File: config.mk
export PLATFORM = sky130hd
export DESIGN_NAME = dp1_sweep_ctrl
export DESIGN_NICKNAME = d
export VERILOG_FILES = /design/src/rtl/dp1_sweep_ctrl.sv
export SDC_FILE = /design/constraint.sdc
export NUM_CORES = 1
export LEC_CHECK = 0
export ABC_AREA = 1
export BUFFER_PORTS_ARGS = -buffer_cell sky130_fd_sc_hd__clkbuf_2
export CAP_MARGIN = 20
export CORE_MARGIN = 3
export CORE_UTILIZATION = 35
export DETAILED_ROUTE_END_ITERATION = 6
export HOLD_SLACK_MARGIN = 0.08
export PLACE_DENSITY = 0.61
export REMOVE_ABC_BUFFERS = 1
export SLEW_MARGIN = 20
export SYNTH_ARGS = -nofsm -noshare
export SYNTH_HDL_FRONTEND = slang
export SYNTH_SLANG_ARGS = --single-unit
export TNS_END_PERCENT = 30
File: constraint.sdc
create_clock -name clk -period 2.2 [get_ports clk]
set_input_delay 0.11 -clock clk [delete_from_list [all_inputs] [get_ports clk]]
set_output_delay 0.11 -clock clk [all_outputs]
set_load 0.05 [all_outputs]
File: src/rtl/dp1_sweep_ctrl.sv
// Sweep sequencer for the DP1 3-in/3-out logic unit: steps {a,b,c} through all
// eight vectors, samples {x,y,z} after a settle window and reports the results.
module dp1_sweep_ctrl #(
  parameter int HOLD_CYCLES = 2,
  parameter int CW          = 8
) (
  input  logic       clk,
  input  logic       reset,
  input  logic       start,
  input  logic       x_in,
  input  logic       y_in,
  input  logic       z_in,
  output logic       a,
  output logic       b,
  output logic       c,
  output logic [2:0] vec_idx,
  output logic       busy,
  output logic       done,
  output logic       pass,
  output logic [3:0] err_count,
  output logic       fail_seen,
  output logic [2:0] first_fail,
  output logic [2:0] fail_bits
);

  typedef enum logic [1:0] {IDLE, APPLY, DONE} state_t;

  localparam logic [CW-1:0] HOLD_LAST = CW'(HOLD_CYCLES - 1);

  state_t     state_q, state_d;
  logic [2:0] idx_q, idx_d;
  logic [CW-1:0] cnt_q, cnt_d;
  logic       busy_q, busy_d;
  logic       done_q, done_d;
  logic       pass_q, pass_d;
  logic [3:0] err_count_q, err_count_d;
  logic       fail_seen_q, fail_seen_d;
  logic [2:0] first_fail_q, first_fail_d;
  logic [2:0] fail_bits_q, fail_bits_d;

  logic       sample_edge;
  logic       last_vec;
  logic [2:0] mm;
  logic [3:0] err_next;

  // DP1 reference truth table, {x,y,z} indexed by {a,b,c}.
  function automatic logic [2:0] dp1_expected(input logic [2:0] v);
    case (v)
      3'd0:    dp1_expected = 3'b010;
      3'd1:    dp1_expected = 3'b101;
      3'd2:    dp1_expected = 3'b010;
      3'd3:    dp1_expected = 3'b100;
      3'd4:    dp1_expected = 3'b011;
      3'd5:    dp1_expected = 3'b001;
      3'd6:    dp1_expected = 3'b000;
      default: dp1_expected = 3'b001;
    endcase
  endfunction

  assign sample_edge = (state_q == APPLY) && (cnt_q == HOLD_LAST);
  assign last_vec    = (idx_q == 3'd7);
  assign mm          = {x_in, y_in, z_in} ^ dp1_expected(idx_q);
  assign err_next    = (|mm) ? err_count_q + 4'd1 : err_count_q;

  always_ff @(posedge clk) begin
    if (reset) begin
      state_q      <= IDLE;
      idx_q        <= 3'd0;
      cnt_q        <= '0;
      busy_q       <= 1'b0;
      done_q       <= 1'b0;
      pass_q       <= 1'b0;
      err_count_q  <= 4'd0;
      fail_seen_q  <= 1'b0;
      first_fail_q <= 3'd0;
      fail_bits_q  <= 3'd0;
    end else begin
      state_q      <= state_d;
      idx_q        <= idx_d;
      cnt_q        <= cnt_d;
      busy_q       <= busy_d;
      done_q       <= done_d;
      pass_q       <= pass_d;
      err_count_q  <= err_count_d;
      fail_seen_q  <= fail_seen_d;
      first_fail_q <= first_fail_d;
      fail_bits_q  <= fail_bits_d;
    end
  end

  always_comb begin
    state_d = state_q;
    case (state_q)
      IDLE, DONE: if (start) state_d = APPLY;
      APPLY:      if (sample_edge && last_vec) state_d = DONE;
      default:    state_d = IDLE;
    endcase
  end

  always_comb begin
    idx_d        = idx_q;
    cnt_d        = cnt_q;
    busy_d       = busy_q;
    done_d       = done_q;
    pass_d       = pass_q;
    err_count_d  = err_count_q;
    fail_seen_d  = fail_seen_q;
    first_fail_d = first_fail_q;
    fail_bits_d  = fail_bits_q;
    if (state_q == APPLY) begin
      cnt_d = cnt_q + CW'(1);
      if (sample_edge) begin
        err_count_d = err_next;
        if ((|mm) && !fail_seen_q) begin
          first_fail_d = idx_q;
          fail_bits_d  = mm;
          fail_seen_d  = 1'b1;
        end
        cnt_d = '0;
        if (last_vec) begin
          // {a,b,c} return to 000 once the sweep is over.
          idx_d  = 3'd0;
          busy_d = 1'b0;
          done_d = 1'b1;
          pass_d = (err_next == 4'd0);
        end else begin
          idx_d = idx_q + 3'd1;
        end
      end
    end else if (start) begin
      idx_d        = 3'd0;
      cnt_d        = '0;
      busy_d       = 1'b1;
      done_d       = 1'b0;
      pass_d       = 1'b0;
      err_count_d  = 4'd0;
      fail_seen_d  = 1'b0;
      first_fail_d = 3'd0;
      fail_bits_d  = 3'd0;
    end
  end

  assign a          = idx_q[2];
  assign b          = idx_q[1];
  assign c          = idx_q[0];
  assign vec_idx    = idx_q;
  assign busy       = busy_q;
  assign done       = done_q;
  assign pass       = pass_q;
  assign err_count  = err_count_q;
  assign fail_seen  = fail_seen_q;
  assign first_fail = first_fail_q;
  assign fail_bits  = fail_bits_q;

endmodule

### Word level (Yosys, flattened, before mapping)

Cells that the tools add are included.

| cells by class | value |
|---|---|
| bitwise operators | 1 |
| equal/unequal tests | 14 |
| multiplexer cells | 35 |
| reduce and logical (&&, ||, !) cells | 15 |
| add/sub/neg operators | 3 |

Operators with widths:

| cell | number |
|---|---|
| 3-bit two-way mux | 10 |
| 8-bit two-way mux | 3 |
| 4-bit two-way mux | 4 |
| 3-bit one-hot mux with 5 select lines | 1 |
| 1-bit two-way mux | 14 |
| 3-bit == test (second input constant) | 3 |
| 8-bit by 1-bit adder with 8-bit output (second input constant) | 1 |
| 8-bit by 1-bit == test with 1-bit output (second input constant) | 1 |
| 3-bit by 2-bit == test with 1-bit output (second input constant) | 2 |
| 2-bit inequality test (second input constant) | 3 |
| 3-bit AND reduction | 2 |
| 4-bit by 1-bit adder with 4-bit output (second input constant) | 1 |
| 4-bit logical NOT | 1 |
| 2-bit two-way mux | 2 |
| 2-bit by 1-bit inequality test with 1-bit output (second input constant) | 2 |
| 2-bit one-hot mux with 2 select lines | 1 |
| 2-bit AND reduction | 2 |
| 2-bit OR reduction | 2 |
| 3-bit by 1-bit adder with 3-bit output (second input constant) | 1 |
| 3-bit by 1-bit == test with 1-bit output (second input constant) | 1 |
| 1-bit logical AND | 3 |
| 3-bit logical NOT | 1 |
| 3-bit OR reduction | 1 |
| 3-bit bitwise XOR | 1 |
| 5 further kinds | 5 |

| word-level totals | value |
|---|---|
| word-level logic and storage cells | 78 |
| output and inout port bits | 20 |
| register bits after elaboration | 27 |
| input bits | 6 |

### Depth between registers and ports, before layout

Gate-level depths: netlist of run 1.

| depth | value |
|---|---|
| depth in word-level cells | 10 |
| depth in mapped cells | 13 |
| mapped depth without buffers | 13 |

### Least setup slack after synthesis of run 1

OpenSTA, ideal clock, no wires.

| path | value |
|---|---|
| path type | register to register |
| start point | register idx_q[0], in the netlist vec_idx[0] |
| end point | register fail_bits_q[1], in the netlist fail_bits[1] |
| cell stages (with the launch flop) | 14 |
| buffers on the path | 0 |
| setup slack | 0.063 ns |
| period minus slack after synthesis | 2.137 ns |
| arrival time | 2.066 ns |
| cells stage by stage | dfxtp_1 inv_1 ha_1 inv_1 nand2_1 nand3_1 nand2_1 nor2_8 nand2_4 nand2_4 nand2_4 nand2_4 nand2_1 a21oi_1 |

| on the way | value |
|---|---|
| cells in the longest elaborated chain, start to end | 8 |

Ends and longest elaborated chain:

| what | line | text |
|---|---|---|
| start, declared | 31 | `logic [2:0] idx_q, idx_d;` |
| start signal, assigned | 79 | `idx_q <= idx_d;` |
| 3-bit by 2-bit == test with 1-bit output / 3-bit logical NOT (equally long branches) | 48 | `case (v)` |
| 2-bit OR reduction (no source line) | -- |  |
| 3-bit one-hot mux with 5 select lines (*) | 48 |  |
| 3-bit bitwise XOR (*) | 62 | `assign mm = {x_in, y_in, z_in} ^ dp1_expected(idx_q);` |
| 3-bit OR reduction | 114 | `if ((\|mm) && !fail_seen_q) begin` |
| 1-bit logical AND | 114 |  |
| 2-bit by 1-bit inequality test with 1-bit output (no source line) | -- |  |
| 3-bit AND reduction (no source line) | -- |  |
| end signal, assigned | 87 | `fail_bits_q <= fail_bits_d;` |
| end, declared | 39 | `logic [2:0] fail_bits_q, fail_bits_d;` |

Mark *: on every way between the ends. The rest lies on a longest branch, timed or not. The select of a mux whose other input is x is not followed.
A chain may end at the register's enable or synchronous reset.

### Final worst setup path of run 1

| path | value |
|---|---|
| start point | register idx_q[1], in the netlist vec_idx[1] |
| end point | register first_fail_q[0], in the netlist first_fail[0] |

| on the way | value |
|---|---|
| cells in the longest elaborated chain, start to end | 8 |

Ends and longest elaborated chain:

| what | line | text |
|---|---|---|
| 3-bit by 2-bit == test with 1-bit output / 3-bit logical NOT (equally long branches) | 48 |  |
| 2-bit OR reduction (no source line) | -- |  |
| 3-bit one-hot mux with 5 select lines (*) | 48 |  |
| 3-bit bitwise XOR (*) | 62 |  |
| 3-bit OR reduction (*) | 114 |  |
| 1-bit logical AND (*) | 114 |  |
| 2-bit by 1-bit inequality test with 1-bit output (no source line) (*) | -- |  |
| 3-bit AND reduction (no source line) (*) | -- |  |
| end signal, assigned | 86 | `first_fail_q <= first_fail_d;` |
| end, declared | 38 | `logic [2:0] first_fail_q, first_fail_d;` |

Mark *: on every way between the ends. The rest lies on a longest branch, timed or not.

==> results_dict.tcl, run 1 <==
set metrics [dict create \
    status "finished, final reports clean" \
    regToRegEndpoint "first_fail[0]" \
    coreArea_mm2 0.00417 \
    netlist_instances 212 \
    die_x_um 73.1 \
    groute.usage.overall_pct 13.2 \
    yosysMostFrequentCell "nand2_1" \
    numClockSinks 27 \
    cp-end-kind "flop" \
    syn_area_mm2 0.00157 \
    hpwl_um 2520 \
    drc 0 \
    worst_setup_path_start_kind "flop" \
    ant_nets 0 \
    finish.net_count 251 \
    cts-root-buf "clkbuf_8" \
    cp.arrival_ps 2110 \
    grt_pass1_vias 1183 \
    hp-start "start" \
    maxCapViolations 0 \
    slew_headroom_pct 64.7 \
    pre_cts_ws_ps 298 \
    hold_path_end "state_q[0]" \
    drt_iter0_drc 87 \
    clk_pin_slew_worst_paths_ps 100 \
    synth-seq-area-share_pct 34.3 \
    setup_viol 0 \
    area_delta_synth_final_pct 12.9 \
    pin_count 26 \
    grt_max_degree 26 \
    grt_pass1_wl_um 5520 \
    synth_enable_flop_cells 0 \
    ys_ff_latch 27 \
    cts_hold_buf 0 \
    fin_crit_ps 1910 \
    required_ps 2400 \
    rrSetupSlack_ps 290 \
    synth_top_area_share_pct 34.3 \
    post_drt_wl_per_cell_um 11.8 \
    leakagePower_uw 0.000787 \
    fp.dieArea_mm2 0.00534 \
    maxSlewViolCount 0 \
    cts_buffer_depth 2 \
    drt_wl_total_um 3370 \
    cts_tree "yes" \
    synth_common_cells "nand2_1 (49), dfxtp_1 (27), inv_1 (25)" \
    synthArstFlopShare_pct 0 \
    syn_area_per_cell_um2 7.42 \
    cts_resized 0 \
    cts_setup_buffers 0 \
    io_buffers 25 \
    firstDrtPassIters 4 \
    die_h_um 73.1 \
    antenna_found_initial 0 \
    fp-row-count 23 \
    start_util_pct 37.7 \
    yosys_warnings 0 \
    hp-class "primary input to flop" \
    netlist-cell-type-count 31 \
    via_per_inst 4.87 \
    synth_ff_type "dfxtp_1" \
    layout-drive-gt1-share_pct 22.1 \
    n_antenna_cell 0 \
    ys_top_cells_by_area "dfxtp_1 (34%), nand2_1 (12%), a21oi_1 (7.3%)" \
    via_count 1387 \
    min_period_over_period_pct 86.8 \
    skew_ps 10.0 \
    ir_drop_mv 0.375 \
    finalPower_uw 1030 \
    ff2ff_path_depth 13 \
    holdPathStages 3 \
    path_max_fanout 8 \
    cts_made_buffers 3 \
    clk_latency_ps 280 \
    fin_ws_ps 290 \
    timing.fmax_mhz 523 \
    rr_startpoint "vec_idx[1]" \
    grt-ovfl-total 0 \
    final-hold-violation-count 0 \
    cts_htree_levels 1 \
    worst_pin_slew_ps 529 \
    power_per_cell_area_mw_per_mm2 582 \
    crit_type "flop to flop" \
    gp_congestion 0.799 \
    rsz0062_at_grt "false" \
    synth_top_cell_by_area "dfxtp_1" \
]
per-layer routing:
layer / vias to the layer above / share of wire, % / GRT usage (%)
met4: 0 / 0.39 / 1.84
met1: 628 / 49 / 18.4
li1: 735 / - / -
met2: 22 / 46 / 20.8
met5: - / 0 / 0
met3: 2 / 4.0 / 3.58
power by group:
| group | switching, uW | internal (uW) | leakage [uW] |
|---|---|---|---|
| Combinational | 163 | 66.2 | 0.000547 |
| Clock | 164 | 129 | 0.0000217 |
| Sequential | 11.8 | 502 | 0.000219 |
placed cells by master (no fill, tap or decap), drive strengths merged, types with 2 or more instances in the layout:
cell / netlist / routed
a211oi: 3 / 3
nand2: 59 / 59
nand3b: 3 / 3
xor2: 2 / 2
nor3b: 2 / 2
nor2: 16 / 16
nand3: 17 / 17
o21ai: 3 / 3
nand4: 6 / 6
buf: 5 / 2
inv: 26 / 26
ha: 9 / 9
dfxtp: 27 / 27
clkbuf: 3 / 28
o22ai: 2 / 2
a21oi: 23 / 23
metrics by stage:
step	util [%]	hold WS (ps)	TNS, ps	cell area, um^2	cells
floorplan	-	179	-3160	1530	204
global placement	41.4	408	0	1730	281
detailed placement	41.4	427	0	1730	281
CTS	42.6	121	0	1780	285
global route	42.6	140	0	1780	285
finish	42.6	127	0	1780	285
cells by family (layout without fill, tap and decap cells):
group	Yosys count	after routing	synth area share, %
flip-flops	27	27	34.3
AO/OA/AOI/OAI	33	33	11.8
buffers and inverters	35	58	9.62
adder cells (fa/ha/maj)	9	9	7.15
AND/OR/NAND/NOR	106	106	36.0
XOR/XNOR	2	2	1.11
flip-flops by register name, summed over array words and instances (netlist names):
register    flops
busy            1
cnt_q           8
done            1
err_count       4
fail_bits       3
fail_seen       1
first_fail      3
pass            1
state_q         2
vec_idx         3
critical path, cell delays in order, from the launching register on:
cell and delay (ps):
dfxtp_1 460, inv_1 100, ha_1 230, inv_1 90, nand2_1 50, nand3_1 70
nand2_1 130, nor2_8 170, nand2_4 80, nand2_4 60, nand2_4 80, nand2_4 120
nand2_1 50, a21oi_1 140
worst max-delay path by stage:
stage               slack (ps)  cells after the start       endpoint       start
detailed placement         300                     13  first_fail[0]  vec_idx[1]
global route                50                     13           pass  vec_idx[1]
CTS                        260                     13  first_fail[0]  vec_idx[1]
global placement           330                     13  first_fail[0]  vec_idx[1]
finish                     290                     13  first_fail[0]  vec_idx[1]
floorplan                 -320                     13   fail_bits[1]  vec_idx[0]
area by class of cell:
class                           count  area (um^2)
Fill cell                         440         2400
Multi-Input combinational cell    150          882
Sequential cell                    27          541
Timing Repair Buffer               27          140
Inverter                           27          103
Tap cell                           50         62.6
Clock buffer                        3         41.3
Clock inverter                      1         7.51
No activity file was read; power rests on OpenSTA's default activity.
==> run 2, diff against run 1 <==
--- a/config.mk
+++ b/config.mk
@@ -12,6 +12,7 @@
 export CORE_UTILIZATION = 35
 export DETAILED_ROUTE_END_ITERATION = 6
 export HOLD_SLACK_MARGIN = 0.08
+export MAX_ROUTING_LAYER = met4
 export PLACE_DENSITY = 0.61
 export REMOVE_ABC_BUFFERS = 1
 export SLEW_MARGIN = 20
==> run 2 against run 1 <==
Effect of this change:
- highest routed layer unchanged
- final cell count unchanged
- clock skew increased by 0.96 ps
- first-iteration DRC count increased by 2.3%
- cell area unchanged
- combinational power about the same
- critical path type unchanged
==> results_dict.tcl, run 2 (synthesis results as in run 1) <==
set metrics [dict create \
    status "finished, final reports clean" \
    worst_pin_slew_ps 529 \
    hpwl_um 2520 \
    maxSlewViolCount 0 \
    cts_hold_buf 0 \
    die_x_um 73.1 \
    fin_cells 285 \
    post_drt_wl_per_cell_um 11.8 \
    min_period_over_period_pct 86.8 \
    cts_resized 0 \
    crit_type "flop to flop" \
    top_register "cnt_q" \
    cp-endpoint "first_fail[0]" \
    io_buffers 25 \
    cp_slowest_stage_delay_ps 460 \
    grt_pass1_vias 1187 \
    nFillCells 440 \
    hp-class "primary input to flop" \
    pin_count 26 \
    drt_iter0_drc 89 \
    area_delta_synth_final_pct 12.9 \
    slowest_stage "dfxtp_1" \
    slew_headroom_pct 64.7 \
    cts_tree "yes" \
    hold_slack_ps 126 \
    cts_setup_buffers 0 \
    timing.fmax_mhz 523 \
    cp_common_cell "nand2_4" \
    path_max_fanout 8 \
    layout_commonest_cell "nand2_1" \
    cp-startpoint "vec_idx[1]" \
    dpl.cell_count 281 \
    clk_latency_ps 280 \
    crit_chain "inv_1 > ha_1 > inv_1 > nand2_1 > nand3_1 > nand2_1 > nor2_8 > nand2_4 > nand2_4 > nand2_4 > nand2_4 > nand2_1 > a21oi_1" \
    grt-ovfl-total 0 \
    regToRegEndpoint "first_fail[0]" \
    n_antenna_cell 0 \
    leakagePower_uw 0.000787 \
    final_cell_mix "nand2_1 (49), dfxtp_1 (27), inv_1 (25), clkbuf_2 (25), a21oi_1 (23)" \
    skew_ps 11.0 \
    ant_nets 0 \
    cts_buffer_depth 2 \
    rr_startpoint "vec_idx[1]" \
    fp.dieArea_mm2 0.00534 \
    coreArea_mm2 0.00417 \
    ir_drop_mv 0.375 \
    postLayoutCoreUtil_pct 42.6 \
    largest_reg_flops 8 \
    required_ps 2400 \
    grt_pass1_wl_um 5510 \
    groute.usage.overall_pct 13.6 \
    via_count 1388 \
    die_h_um 73.1 \
    fp-row-count 23 \
    start_util_pct 37.7 \
    drt_wl_total_um 3360 \
    cts_made_buffers 3 \
    final-hold-violation-count 0 \
    antenna_found_initial 0 \
    grt_max_degree 26 \
    numClockSinks 27 \
    power_per_cell_area_mw_per_mm2 583 \
    maxCapViolations 0 \
    worst_setup_path_start_kind "flop" \
    fin_crit_ps 1910 \
    ff2ff_path_depth 13 \
    clk_pin_slew_worst_paths_ps 100 \
    gp_congestion 0.811 \
    cts-root-buf "clkbuf_8" \
    cp-end-kind "flop" \
    setup_viol 0 \
    rrSetupSlack_ps 290 \
    cts_htree_levels 1 \
    firstDrtPassIters 4 \
    drc 0 \
    via_per_inst 4.87 \
    layout-drive-gt1-share_pct 22.1 \
    cp.arrival_ps 2110 \
    finish.net_count 251 \
    rsz0062_at_grt "false" \
]
[run 2: cell counts in the layout (fill, tap and decap cells not counted)]
No cell type changed its count.
[run 2: power breakdown]
group          internal [uW]  switching, uW
combinational           66.2            162
sequential               502           11.8
clock                    129            165
[run 2: layer usage]
metal	part of all wire, %	GRT usage [%]
met5	0	-
met3	4.0	3.58
met2	46	20.8
met4	0.39	1.84
met1	50	18.4
[run 2: area by class of cell]
class,instances,area (um^2),share of cell area [%]
Multi-Input combinational cell,150,882,49.6
Sequential cell,27,541,30.4
Timing Repair Buffer,27,140,7.89
Inverter,27,103,5.77
Tap cell,50,62.6,3.52
Clock buffer,3,41.3,2.32
Clock inverter,1,7.51,0.423
[run 2: worst min path at each step]
stage | startpoint | to | slack (ps) | cells past startpoint
2_1_floorplan | reset | cnt_q[4] | 180 | 1
3_3_place_gp | start | state_q[0] | 410 | 3
3_5_place_dp | start | state_q[0] | 430 | 3
4_1_cts | start | state_q[0] | 120 | 3
5_1_grt | start | state_q[1] | 140 | 3
6_report | start | state_q[0] | 130 | 3
[run 2: worst max-delay path, delay by kind of cell (launching register included)]
| kind | cells | cell delay (ps) |
|---|---|---|
| compound gates | 1 | 140 |
| fa+ha+maj | 1 | 230 |
| simple gates | 9 | 810 |
| flops | 1 | 460 |
| buf+inv | 2 | 190 |
[run 2: metrics by stage]
step           area (um^2)  TNS (ps)  total power [uW]  setup slack (ps)
2_1_floorplan         1530     -3160               700              -317
3_3_place_gp          1730         0               753               326
3_5_place_dp          1730         0               755               298
4_1_cts               1780         0              1050               259
5_1_grt               1780         0              1090              47.5
6_report              1780         0              1040               290
==> run 3, diff against run 2 <==
--- a/config.mk
+++ b/config.mk
@@ -5,7 +5,7 @@
 export SDC_FILE = /design/constraint.sdc
 export NUM_CORES = 1
 export LEC_CHECK = 0
-export ABC_AREA = 1
+export ABC_AREA = 0
 export BUFFER_PORTS_ARGS = -buffer_cell sky130_fd_sc_hd__clkbuf_2
 export CAP_MARGIN = 20
 export CORE_MARGIN = 3
==> run 3 against run 2 <==
Effect of this change:
- the flow now finishes with violations (setup timing)
- non-clock buffer count rose by 36
- final cell count fell by 1.8%
- clock-buffer cell count rose by 1
- critical path depth fell by 3
- clock skew fell by 9.8 ps
- via count rose by 4.7%
- fmax fell by 20%
- largest cell class unchanged
==> results_dict.tcl, run 3 <==
set metrics [dict create \
    start_util_pct 36.6 \
    yosysMostFrequentCell "dfxtp_1" \
    grt_pass1_vias 1302 \
    syn_area_per_cell_um2 8.44 \
    dpl.cell_count 268 \
    rrSetupSlack_ps -180 \
    crit_family "simple AND/OR/NAND/NOR gates" \
    finalPower_uw 970 \
    slew_headroom_pct 60.1 \
    required_ps 2380 \
    gp_congestion 0.774 \
    io_buffers 25 \
    postLayoutCoreUtil_pct 49.9 \
    post_drt_wl_per_cell_um 12.7 \
    hpwl_um 2570 \
    pin_count 26 \
    fp-row-count 23 \
    violations "setup timing" \
    cp-end-kind "flop" \
    cp-startpoint "vec_idx[1]" \
    cts-root-buf "clkbuf_8" \
    path_max_fanout 6 \
    netlist-cell-type-count 42 \
    antenna_found_initial 0 \
    layout-drive-gt1-share_pct 41.3 \
    cp_slowest_stage_delay_ps 500 \
    cp-endpoint "pass" \
    synth_ff_type "dfxtp_1" \
    leakagePower_uw 0.000859 \
    grt_max_degree 29 \
    die_x_um 71.1 \
    setup_viol 9 \
    layout_commonest_cell "buf_4" \
    hp-start "start" \
    drt_wl_total_um 3540 \
    cts_tree "yes" \
    grt_pass1_wl_um 5910 \
    worst_setup_path_start_kind "flop" \
    cts_buffer_depth 2 \
    cp.arrival_ps 2560 \
    groute.usage.overall_pct 14.7 \
    rr_startpoint "vec_idx[1]" \
    firstDrtPassIters 4 \
    hp-class "primary input to flop" \
    drt_iter0_drc 101 \
    via_count 1453 \
    fin_ws_ps -179 \
    maxSlewViolCount 0 \
    grt-ovfl-total 0 \
    syn_area_mm2 0.00149 \
    clk_pin_slew_worst_paths_ps 90 \
    synth_common_cells "dfxtp_1 (27), nor2_1 (17), a21oi_1 (16)" \
    coreArea_mm2 0.00406 \
    die_h_um 71.1 \
    crit_type "flop to flop" \
    nFillCells 384 \
    clk_latency_ps 270 \
    cts_htree_levels 1 \
    ir_drop_mv 0.238 \
    ys_ff_latch 27 \
    largest_reg_flops 8 \
    area_delta_synth_final_pct 36.3 \
    synth_top_cell_by_area "dfxtp_1" \
    design_area_mm2 0.00202 \
    regToRegEndpoint "pass" \
    netlist_instances 176 \
    synth-seq-area-share_pct 36.4 \
    placed_area_mm2 0.00183 \
    hold_slack_ps 126 \
    fin_crit_ps 2380 \
    drc 0 \
    yosys_warnings 0 \
    numClockSinks 27 \
    finish.net_count 246 \
    rsz0062_at_grt "true" \
    ant_nets 0 \
    n_antenna_cell 0 \
    cts_made_buffers 3 \
    final_cell_mix "buf_4 (37), dfxtp_1 (25), clkbuf_2 (25)" \
    fin_cells 280 \
    synth_enable_flop_cells 0 \
    fp.dieArea_mm2 0.00506 \
    cp_num_buf_inv 3 \
    power_per_cell_area_mw_per_mm2 479 \
    min_period_over_period_pct 108 \
    slowest_stage "or4_4" \
    synth_top_area_share_pct 36.4 \
    top_register "cnt_q" \
    final-hold-violation-count 0 \
    synthArstFlopShare_pct 0 \
    crit_chain "inv_2 > ha_2 > nor2b_4 > or4_4 > a222oi_1 > buf_4 > buf_6 > or3_4 > nand2_1 > o41ai_2" \
    via_per_inst 5.19 \
    ys_top_cells_by_area "dfxtp_1 (36%), ha_1 (7.6%), a21oi_1 (5.4%)" \
    crit_cells 10 \
    maxCapViolations 0 \
    skew_ps 1.21 \
    worst_pin_slew_ps 599 \
    status "finished with violations" \
    timing.fmax_mhz 420 \
    ff2ff_path_depth 10 \
]
## run 3: layout make-up
class                   count  area [um^2]  share of cell area [%]
clock buffers               4         45.0                    2.22
inverters                   5         18.8                   0.927
multi-input cells         131          938                    46.4
flip-flops and latches     27          546                    26.9
well taps                  50         62.6                    3.09
repair buffers             63          414                    20.5
## run 3: worst register-to-register path, cell delays in order (launching register included)
cell      delay, ps
dfxtp_2         360
inv_2            60
ha_2            160
nor2b_4         120
or4_4           500
a222oi_1        330
buf_4           210
buf_6           100
or3_4           110
nand2_1          60
o41ai_2         270
## run 3: per-stage QoR
stage	setup TNS (ps)	worst slack, ps
after floorplan	-15740	-1420
after global placement	-1410	-223
after detailed placement	-1990	-330
after CTS	-785	-137
after global routing	-2470	-342
final	-897	-179
## run 3: report_power, final
group          switching [uW]  internal [uW]
combinational             108           78.9
clock                     148            130
sequential               8.54            497
## run 3: logic make-up (layout without fill, tap and decap cells)
group / after synthesis / after routing / share of synthesized area, %
buf+inv: 18 / 72 / 5.81
mux: 3 / 3 / 2.11
compound gates: 43 / 43 / 19.0
simple gates: 76 / 76 / 29.1
flops: 27 / 27 / 36.4
fa+ha+maj: 9 / 9 / 7.58
## run 3: repair_timing
| action | CTS | global route |
|---|---|---|
| hold endpoints to repair | 0 | 0 |
| pin swaps | 3 | 10 |
| gates resized for setup | 8 | 18 |
| hold buffers | 0 | 0 |
| setup buffers | 4 | 4 |
| setup endpoints to repair | 12 | 12 |
## run 3: how the worst min path moves through the flow
stage	endpoint	slack, ps	depth (start not counted)
after floorplan	err_count[2]	180	1
after global placement	fail_seen	420	2
after detailed placement	fail_seen	410	2
after CTS	fail_seen	120	2
after global routing	fail_seen	130	2
final	fail_seen	130	2
## run 3: per-layer routing
metal	global-route usage, %	part of all wire (%)	vias to the layer above
met5	-	0	-
met4	3.55	0.62	0
met3	3.41	4.2	2
met2	23.3	48	25
met1	19.1	47	679
li1	-	-	747
